File: src/rtl/byte_serializer_config.sv
// Shared types, sideband widths and helper functions for the AXIS byte serializer.
package byte_serializer_config;

  typedef enum logic {IDLE, SEND} ser_state_t;

  localparam int unsigned AXIS_ID_WIDTH   = 4;
  localparam int unsigned AXIS_DEST_WIDTH = 4;
  localparam int unsigned AXIS_USER_WIDTH = 1;

  localparam int unsigned DEFAULT_IN_BYTES = 2;

  // Byte-index width; a single-byte beat still keeps a 1-bit index.
  function automatic int unsigned idx_width(input int unsigned in_bytes);
    return (in_bytes > 1) ? $clog2(in_bytes) : 1;
  endfunction

  localparam int unsigned IDX_WIDTH = idx_width(DEFAULT_IN_BYTES);

  // Processor-valid flag sits in the MSB of each input beat.
  function automatic int unsigned filler_bit(input int unsigned in_bytes);
    return in_bytes * 8 - 1;
  endfunction

endpackage

File: src/rtl/axis.sv
// Generic AXI4-Stream bundle with manager (m) and subordinate (s) views.
interface axis #(
  parameter int unsigned DATA_WIDTH_BYTES = 1
);
  import byte_serializer_config::*;

  logic                          tvalid;
  logic                          tready;
  logic [DATA_WIDTH_BYTES*8-1:0] tdata;
  logic [DATA_WIDTH_BYTES-1:0]   tstrb;
  logic [DATA_WIDTH_BYTES-1:0]   tkeep;
  logic                          tlast;
  logic [AXIS_ID_WIDTH-1:0]      tid;
  logic [AXIS_DEST_WIDTH-1:0]    tdest;
  logic [AXIS_USER_WIDTH-1:0]    tuser;

  modport m (
    output tvalid, tdata, tstrb, tkeep, tlast, tid, tdest, tuser,
    input  tready
  );

  modport s (
    input  tvalid, tdata, tstrb, tkeep, tlast, tid, tdest, tuser,
    output tready
  );

endinterface

File: src/rtl/axis_byte_serializer.sv
// Splits multi-byte AXIS beats into a MSB-first byte stream, optionally dropping
// non-final filler beats and counting them.
module axis_byte_serializer
  import byte_serializer_config::*;
#(
  parameter int unsigned IN_BYTES  = 2,
  parameter bit          DROP_IDLE = 1'b1,
  parameter int unsigned CNT_WIDTH = 16
) (
  input  logic                 clk,
  input  logic                 arst,
  axis.s                       s_axis,
  axis.m                       m_axis,
  output logic [CNT_WIDTH-1:0] drop_count
);

  localparam int unsigned DataW   = IN_BYTES * 8;
  localparam int unsigned IdxW    = idx_width(IN_BYTES);
  localparam int unsigned FillBit = filler_bit(IN_BYTES);
  localparam logic [IdxW-1:0] LastIdx = IdxW'(IN_BYTES - 1);

  ser_state_t                 state_q, state_d;
  logic [IdxW-1:0]            idx_q, idx_d;
  logic [DataW-1:0]           hold_q, hold_d;
  logic                       last_q, last_d;
  logic [AXIS_ID_WIDTH-1:0]   id_q, id_d;
  logic [AXIS_DEST_WIDTH-1:0] dest_q, dest_d;
  logic [AXIS_USER_WIDTH-1:0] user_q, user_d;
  logic [CNT_WIDTH-1:0]       cnt_q, cnt_d;

  logic at_last;
  logic byte_hs;
  logic accept;
  logic drop;

  assign at_last = (idx_q == LastIdx);
  assign byte_hs = (state_q == SEND) & m_axis.tready;

  // Input is only ready when the holding register is free or about to free up.
  assign s_axis.tready = (state_q == IDLE) | (byte_hs & at_last);
  assign accept        = s_axis.tvalid & s_axis.tready;
  assign drop          = DROP_IDLE & ~s_axis.tdata[FillBit] & ~s_axis.tlast;

  always_comb begin
    state_d = state_q;
    idx_d   = idx_q;
    hold_d  = hold_q;
    last_d  = last_q;
    id_d    = id_q;
    dest_d  = dest_q;
    user_d  = user_q;
    cnt_d   = cnt_q;

    if (byte_hs) begin
      if (!at_last) begin
        idx_d  = idx_q + 1'b1;
        hold_d = hold_q << 8;
      end else begin
        state_d = IDLE;
      end
    end

    // A load on the last-byte handshake overrides the return to IDLE.
    if (accept) begin
      if (drop) begin
        if (cnt_q != {CNT_WIDTH{1'b1}}) begin
          cnt_d = cnt_q + 1'b1;
        end
      end else begin
        state_d = SEND;
        idx_d   = '0;
        hold_d  = s_axis.tdata;
        last_d  = s_axis.tlast;
        id_d    = s_axis.tid;
        dest_d  = s_axis.tdest;
        user_d  = s_axis.tuser;
      end
    end
  end

  always_ff @(posedge clk or posedge arst) begin
    if (arst) begin
      state_q <= IDLE;
      idx_q   <= '0;
      hold_q  <= '0;
      last_q  <= 1'b0;
      id_q    <= '0;
      dest_q  <= '0;
      user_q  <= '0;
      cnt_q   <= '0;
    end else begin
      state_q <= state_d;
      idx_q   <= idx_d;
      hold_q  <= hold_d;
      last_q  <= last_d;
      id_q    <= id_d;
      dest_q  <= dest_d;
      user_q  <= user_d;
      cnt_q   <= cnt_d;
    end
  end

  assign m_axis.tvalid = (state_q == SEND);
  assign m_axis.tdata  = hold_q[DataW-1 -: 8];
  assign m_axis.tlast  = last_q & at_last;
  assign m_axis.tid    = id_q;
  assign m_axis.tdest  = dest_q;
  assign m_axis.tuser  = user_q;
  assign m_axis.tkeep  = '1;
  assign m_axis.tstrb  = '1;

  assign drop_count = cnt_q;

  logic unused_strobes;
  assign unused_strobes = ^{s_axis.tstrb, s_axis.tkeep};

endmodule

File: src/flat_wrapper.sv
// flat-port wrapper written by rule: the top's interface ports become plain ports
module axis_byte_serializer_flat import byte_serializer_config::*;
#(
  parameter int unsigned IN_BYTES  = 2,
  parameter bit          DROP_IDLE = 1'b1,
  parameter int unsigned CNT_WIDTH = 16
)
  (clk, arst, drop_count, s_axis_tvalid, s_axis_tdata, s_axis_tstrb, s_axis_tkeep, s_axis_tlast, s_axis_tid, s_axis_tdest, s_axis_tuser, s_axis_tready, m_axis_tvalid, m_axis_tdata, m_axis_tstrb, m_axis_tkeep, m_axis_tlast, m_axis_tid, m_axis_tdest, m_axis_tuser, m_axis_tready);
  axis #(.DATA_WIDTH_BYTES(2)) s_axis_i ();
  axis #(.DATA_WIDTH_BYTES(1)) m_axis_i ();
  input  logic clk;
  input  logic arst;
  output logic [CNT_WIDTH-1:0] drop_count;
  input wire logic [$bits(s_axis_i.tvalid)-1:0] s_axis_tvalid;
  input wire logic [$bits(s_axis_i.tdata)-1:0] s_axis_tdata;
  input wire logic [$bits(s_axis_i.tstrb)-1:0] s_axis_tstrb;
  input wire logic [$bits(s_axis_i.tkeep)-1:0] s_axis_tkeep;
  input wire logic [$bits(s_axis_i.tlast)-1:0] s_axis_tlast;
  input wire logic [$bits(s_axis_i.tid)-1:0] s_axis_tid;
  input wire logic [$bits(s_axis_i.tdest)-1:0] s_axis_tdest;
  input wire logic [$bits(s_axis_i.tuser)-1:0] s_axis_tuser;
  output wire logic [$bits(s_axis_i.tready)-1:0] s_axis_tready;
  output wire logic [$bits(m_axis_i.tvalid)-1:0] m_axis_tvalid;
  output wire logic [$bits(m_axis_i.tdata)-1:0] m_axis_tdata;
  output wire logic [$bits(m_axis_i.tstrb)-1:0] m_axis_tstrb;
  output wire logic [$bits(m_axis_i.tkeep)-1:0] m_axis_tkeep;
  output wire logic [$bits(m_axis_i.tlast)-1:0] m_axis_tlast;
  output wire logic [$bits(m_axis_i.tid)-1:0] m_axis_tid;
  output wire logic [$bits(m_axis_i.tdest)-1:0] m_axis_tdest;
  output wire logic [$bits(m_axis_i.tuser)-1:0] m_axis_tuser;
  input wire logic [$bits(m_axis_i.tready)-1:0] m_axis_tready;
  assign s_axis_i.tvalid = s_axis_tvalid;
  assign s_axis_i.tdata = s_axis_tdata;
  assign s_axis_i.tstrb = s_axis_tstrb;
  assign s_axis_i.tkeep = s_axis_tkeep;
  assign s_axis_i.tlast = s_axis_tlast;
  assign s_axis_i.tid = s_axis_tid;
  assign s_axis_i.tdest = s_axis_tdest;
  assign s_axis_i.tuser = s_axis_tuser;
  assign s_axis_tready = s_axis_i.tready;
  assign m_axis_tvalid = m_axis_i.tvalid;
  assign m_axis_tdata = m_axis_i.tdata;
  assign m_axis_tstrb = m_axis_i.tstrb;
  assign m_axis_tkeep = m_axis_i.tkeep;
  assign m_axis_tlast = m_axis_i.tlast;
  assign m_axis_tid = m_axis_i.tid;
  assign m_axis_tdest = m_axis_i.tdest;
  assign m_axis_tuser = m_axis_i.tuser;
  assign m_axis_i.tready = m_axis_tready;
  axis_byte_serializer #(.IN_BYTES(IN_BYTES), .DROP_IDLE(DROP_IDLE), .CNT_WIDTH(CNT_WIDTH)) u_core (.clk(clk), .arst(arst), .s_axis(s_axis_i), .m_axis(m_axis_i), .drop_count(drop_count));
endmodule
File: config.mk
export PLATFORM = sky130hd
export DESIGN_NAME = axis_byte_serializer_flat
export DESIGN_NICKNAME = d
export VERILOG_FILES = /design/src/rtl/byte_serializer_config.sv /design/src/rtl/axis.sv /design/src/rtl/axis_byte_serializer.sv /design/src/flat_wrapper.sv
export SDC_FILE = /design/constraint.sdc
export NUM_CORES = 1
export LEC_CHECK = 0
export CORE_ASPECT_RATIO = 2
export CORE_UTILIZATION = 50
export CTS_BUF_LIST = sky130_fd_sc_hd__clkbuf_4
export DETAILED_ROUTE_END_ITERATION = 6
export MAX_ROUTING_LAYER = met4
export PLACE_DENSITY = 0.88
export SETUP_SLACK_MARGIN = 0.05
export SKIP_LAST_GASP = 1
export SLEW_MARGIN = 20
export SYNTH_ARGS = -nofsm -noshare
export SYNTH_HDL_FRONTEND = slang
export SYNTH_SLANG_ARGS = --single-unit
File: constraint.sdc
create_clock -name clk -period 4.1 [get_ports clk]
set_clock_uncertainty 0.15 [all_clocks]
set_input_delay 1.23 -clock clk [delete_from_list [all_inputs] [get_ports clk]]
set_output_delay 1.23 -clock clk [all_outputs]
set_load 0.03 [all_outputs]
; ---- Yosys cells after proc, flatten, opt, wreduce, memory -nomap -nowiden
; Index checks and enable logic that the tools add are counted.
[totals]
memories = 0
inputBits = 34
latch_bits = 0
ramBits = 0
out_inout_bits = 38
romBits = 0
regBits = 44
[classes]
eq_ne = 1
magnitude_cmp = 0
add_sub_neg = 2
multipliers = 0
bitwise = 10
n_reduce_logical = 2
mux = 12
n_shift = 0
n_div = 0
[ops]
columns = op, count
row1 = $mux 16, 4
row2 = $add 16x1->16 const B, 1
row3 = $ne 16x16->1 const B, 1
row4 = $mux 1, 8
row5 = $and 1x1->1, 5
row6 = $not 1->1, 4
row7 = $reduce_and 3->1, 1
row8 = $reduce_and 2->1, 1
row9 = $add 1x1->1 const B, 1
row10 = $or 1x1->1, 1

; ---- Logic depth before layout (Yosys ltp)
[logic_depth]
word_depth = 5
ltp_mapped = 6

; ---- Worst setup path before layout
; OpenSTA, ideal clock, no wires.
[synth_timing]
path_type = input to output
startpoint = in m_axis_tready
endpoint = out s_axis_tready
required_ps = 2720
path_slack_ps = 1150
cell_stages = 2
arrival_ps = 1570
cell_sequence = a21bo_2 buf_4
[synth_via]
elab_chain_cells = 3
[synth_lines]
columns = element, line_no
row1 = from (decl), flat_wrapper.sv:31  ; input wire logic [$bits(m_axis_i.tready)-1:0] m_axis_tready;
row2 = $and 1x1->1, axis_byte_serializer.sv:37  ; assign byte_hs = (state_q == SEND) & m_axis.tready;
row3 = $and 1x1->1, axis_byte_serializer.sv:40  ; assign s_axis.tready = (state_q == IDLE) | (byte_hs & at_last);
row4 = $or 1x1->1, axis_byte_serializer.sv:40
row5 = to (decl), flat_wrapper.sv:22  ; output wire logic [$bits(s_axis_i.tready)-1:0] s_axis_tready;
; No other way between the ends.

; ---- Worst setup path in the final report
; Same ends and word-level chain as after synthesis.

==> results.json <==
{
  "core_um2": 3920,
  "cap_violations": 0,
  "antenna_found_initial": 0,
  "ios": 72,
  "drt-initial-drc-count": 30,
  "initial_utilization_pct": 53.2,
  "finalCritPeriodShare_pct": 95.3,
  "worstPathArrival_ns": 2.53,
  "use_met3_pct": 5.02,
  "hold_depth": 1,
  "layout_setup_ws_ns": 0.192,
  "end_kind": "primary output",
  "syn-cell-area_um2": 2090,
  "grt_pass1_wl_um": 7040,
  "tightest_slew_ns": 0.815,
  "power-per-cell-area_nw_per_um2": 645,
  "intPower_mw": 1.11,
  "clkSinkCount": 44,
  "nNetsFinal": 281,
  "pwr-share-clk_pct": 14.9,
  "timing.fmax_mhz": 256,
  "synth_area_leader_cell": "dfrtp_1",
  "numCtsBuffers": 5,
  "grt_max_degree": 45,
  "dp_hpwl_um": 3320,
  "grt_pass1_vias": 1578,
  "crit_top_cell": "clkdlybuf4s50_1",
  "r2r_setup_slack_ns": 2.10,
  "htree_levels": 2,
  "port-buffer-count": 65,
  "leakagePower_nw": 1.32,
  "synthCells": 188,
  "die_h_um": 93.4,
  "cts_resized": 0,
  "fin_crit_ns": 3.91,
  "globalRouteMet2Util_pct": 39.2,
  "wire_per_inst_um": 14.9,
  "yosysUniqueCellTypes": 37,
  "drt_pass1_iterations": 4,
  "gr-total-overflow": 0,
  "hold_path_end": "u_core.drop_count[15]$_DFFE_PP0P_",
  "cp_max_fo": 3,
  "rows": 32,
  "hold_viol": 0,
  "ys_warn_count": 0,
  "holdBufCountCts": 0,
  "reg2reg_depth": 5,
  "drive_gt1_share_pct": 11.3,
  "setup_violations": 0,
  "r2r-end": "u_core.drop_count[1]$_DFFE_PP0P_",
  "rsz0062_at_grt": "no",
  "clockBufferDepth": 2,
  "path_clk_slew_ns": 0.11,
  "ys_ff_latch": 44,
  "p_sw_share_pct": 38.3,
  "outcome": "finished clean",
  "place_congestion": 0.792,
  "critPathBufInv": 2,
  "relSlewSlack_pct": 45.5,
  "cts_tree": "yes",
  "critical_path.max_stage_delay_ns": 0.66,
  "vias_per_cell": 5.30,
  "synth_top_area_share_pct": 52.7,
  "syn_to_final_growth_pct": 33.6,
  "p_switching_mw": 0.690,
  "cts-root-buf": "clkbuf_4",
  "track_usage_pct": 23.0,
  "met1_usage_pct": 22.5,
  "holdCritPathClass": "reg2reg",
  "die_w_um": 47.7,
  "ir_worst_vdd_v": 0.000383,
  "timing.rr.start": "u_core.drop_count[0]$_DFFE_PP0P_",
  "tns_ns": 0,
  "clk_latency_ns": 0.35,
  "wl_um": 4450,
  "drtAntennaViolNets": 0,
  "worstSetupStartpointType": "input pin",
  "post_cts_buffers": 0,
  "seqPwrFrac_pct": 38.7,
  "crit_chain": "clkdlybuf4s50_1, a21bo_2, clkdlybuf4s50_1",
  "antennaDiodeCount": 0,
  "p_comb_share_pct": 46.3,
  "avgSynthCellArea_um2": 11.1,
  "dieArea_um2": 4450,
  "yosysSeqAreaShare_pct": 52.7,
  "drv_slew": 0,
  "grt-busiest-layer": "met2",
  "yosys-top-cells-area": "dfrtp_1 (53%), xor2_1 (6.3%), mux2_2 (4.9%), buf_4 (4.7%), mux2i_1 (3.8%)",
  "path_class": "in2out",
  "critPathTopFamily": "buffers and inverters",
  "hp-start": "u_core.drop_count[15]$_DFFE_PP0P_",
  "post-route-drc-count": 0,
  "critPathSlowestCell": "clkdlybuf4s50_1",
  "cp_data_required_time_ns": 2.72,
  "dp_slack_ns": 0.187,
  "vias": 1579
}
sequential cells by signal (all words and copies together) (netlist names):
signal and cells:
u_core.drop_count 16, u_core.hold_q 16, u_core.m_axis.tdest 4, u_core.m_axis.tid 4, u_core.at_last 1, u_core.last_q 1, u_core.m_axis.tuser 1, u_core.m_axis.tvalid 1
cell usage after synthesis:
cell      instances
a21bo_2           1
a21o_1            1
a21oi_1           8
a311oi_1          2
a31oi_1           1
and2_1            4
and3_1            2
and4_1            1
buf_1             1
buf_2             3
buf_4            13
clkbuf_1          1
conb_1            1
dfrtp_1          44
ha_1              1
inv_1            10
mux2_2            9
mux2_4            1
mux2i_1           8
nand2_1           8
nand3_1          10
nand3b_1          1
nand4_1           6
nand4_4           1
nor2_1           10
nor2_2            1
nor3_1            5
nor3b_1           2
nor3b_2           1
nor4_1            2
nor4_4            1
nor4b_2           1
o211ai_1          1
o21ai_0           9
o31ai_1           1
or2_2             1
xor2_1           15
area by class of cell:
cell class              count  area (um^2)
repair buffers             68          673
inverters                  10         37.5
flip-flops and latches     44         1100
multi-input cells         117          833
well taps                  51         63.8
fillers                   338         1130
clock inverters             2         35.0
clock buffers               6         45.0
cell usage in the layout (no fill, tap or decap), types with 2 or more instances in the layout:
| cell type | synthesis | routed |
|---|---|---|
| a21oi_1 | 8 | 8 |
| a311oi_1 | 2 | 2 |
| and2_1 | 4 | 4 |
| and3_1 | 2 | 2 |
| buf_4 | 13 | 3 |
| clkbuf_4 | 0 | 6 |
| clkdlybuf4s50_1 | 0 | 65 |
| conb_1 | 1 | 2 |
| dfrtp_1 | 44 | 44 |
| inv_1 | 10 | 9 |
| mux2_2 | 9 | 9 |
| mux2i_1 | 8 | 8 |
| nand2_1 | 8 | 8 |
| nand3_1 | 10 | 10 |
| nand4_1 | 6 | 6 |
| nor2_1 | 10 | 10 |
| nor3_1 | 5 | 5 |
| nor3b_1 | 2 | 2 |
| nor4_1 | 2 | 2 |
| o21ai_0 | 9 | 9 |
| xor2_1 | 15 | 15 |
how the worst max path moves through the flow:
stage / start / to / depth (start not counted)
floorplan: m_axis_tready / s_axis_tready / 2
global placement: m_axis_tready / s_axis_tready / 3
detailed placement: m_axis_tready / s_axis_tready / 3
CTS: m_axis_tready / s_axis_tready / 3
global route: m_axis_tready / s_axis_tready / 3
finish: m_axis_tready / s_axis_tready / 3
layer usage:
metal | part of all wire [%] | vias to the layer above
met5 | 0 | -
met4 | 3.9 | 0
met3 | 4.0 | 14
met1 | 36 | 766
li1 | - | 756
met2 | 57 | 43
cell families after synthesis:
group,share of synthesized area [%]
compound gates,6.77
xor+xnor,6.29
fa+ha+maj,0.599
buf+inv,7.55
flops,52.7
mux,9.41
other cells,0.180
simple gates,16.5
power groups by stage:
stage	Sequential, mW	Clock, mW	Combinational, mW
after floorplan	0.827	0	0.438
after global placement	0.694	0	0.821
after detailed placement	0.708	0	0.841
after CTS	0.698	0.277	0.844
after global routing	0.718	0.294	0.889
final	0.697	0.268	0.834
per-stage QoR:
step	utilization (%)	power (mW)	instance area (um^2)	hold WS (ns)	instances
global placement	69.0	1.51	2710	0.310	290
floorplan	-	1.26	2090	0.291	189
finish	71.1	1.80	2790	0.361	298
detailed placement	69.0	1.55	2710	0.320	290
CTS	71.1	1.82	2790	0.362	298
global route	71.1	1.90	2790	0.385	298
(Power assumes the default switching activity.)
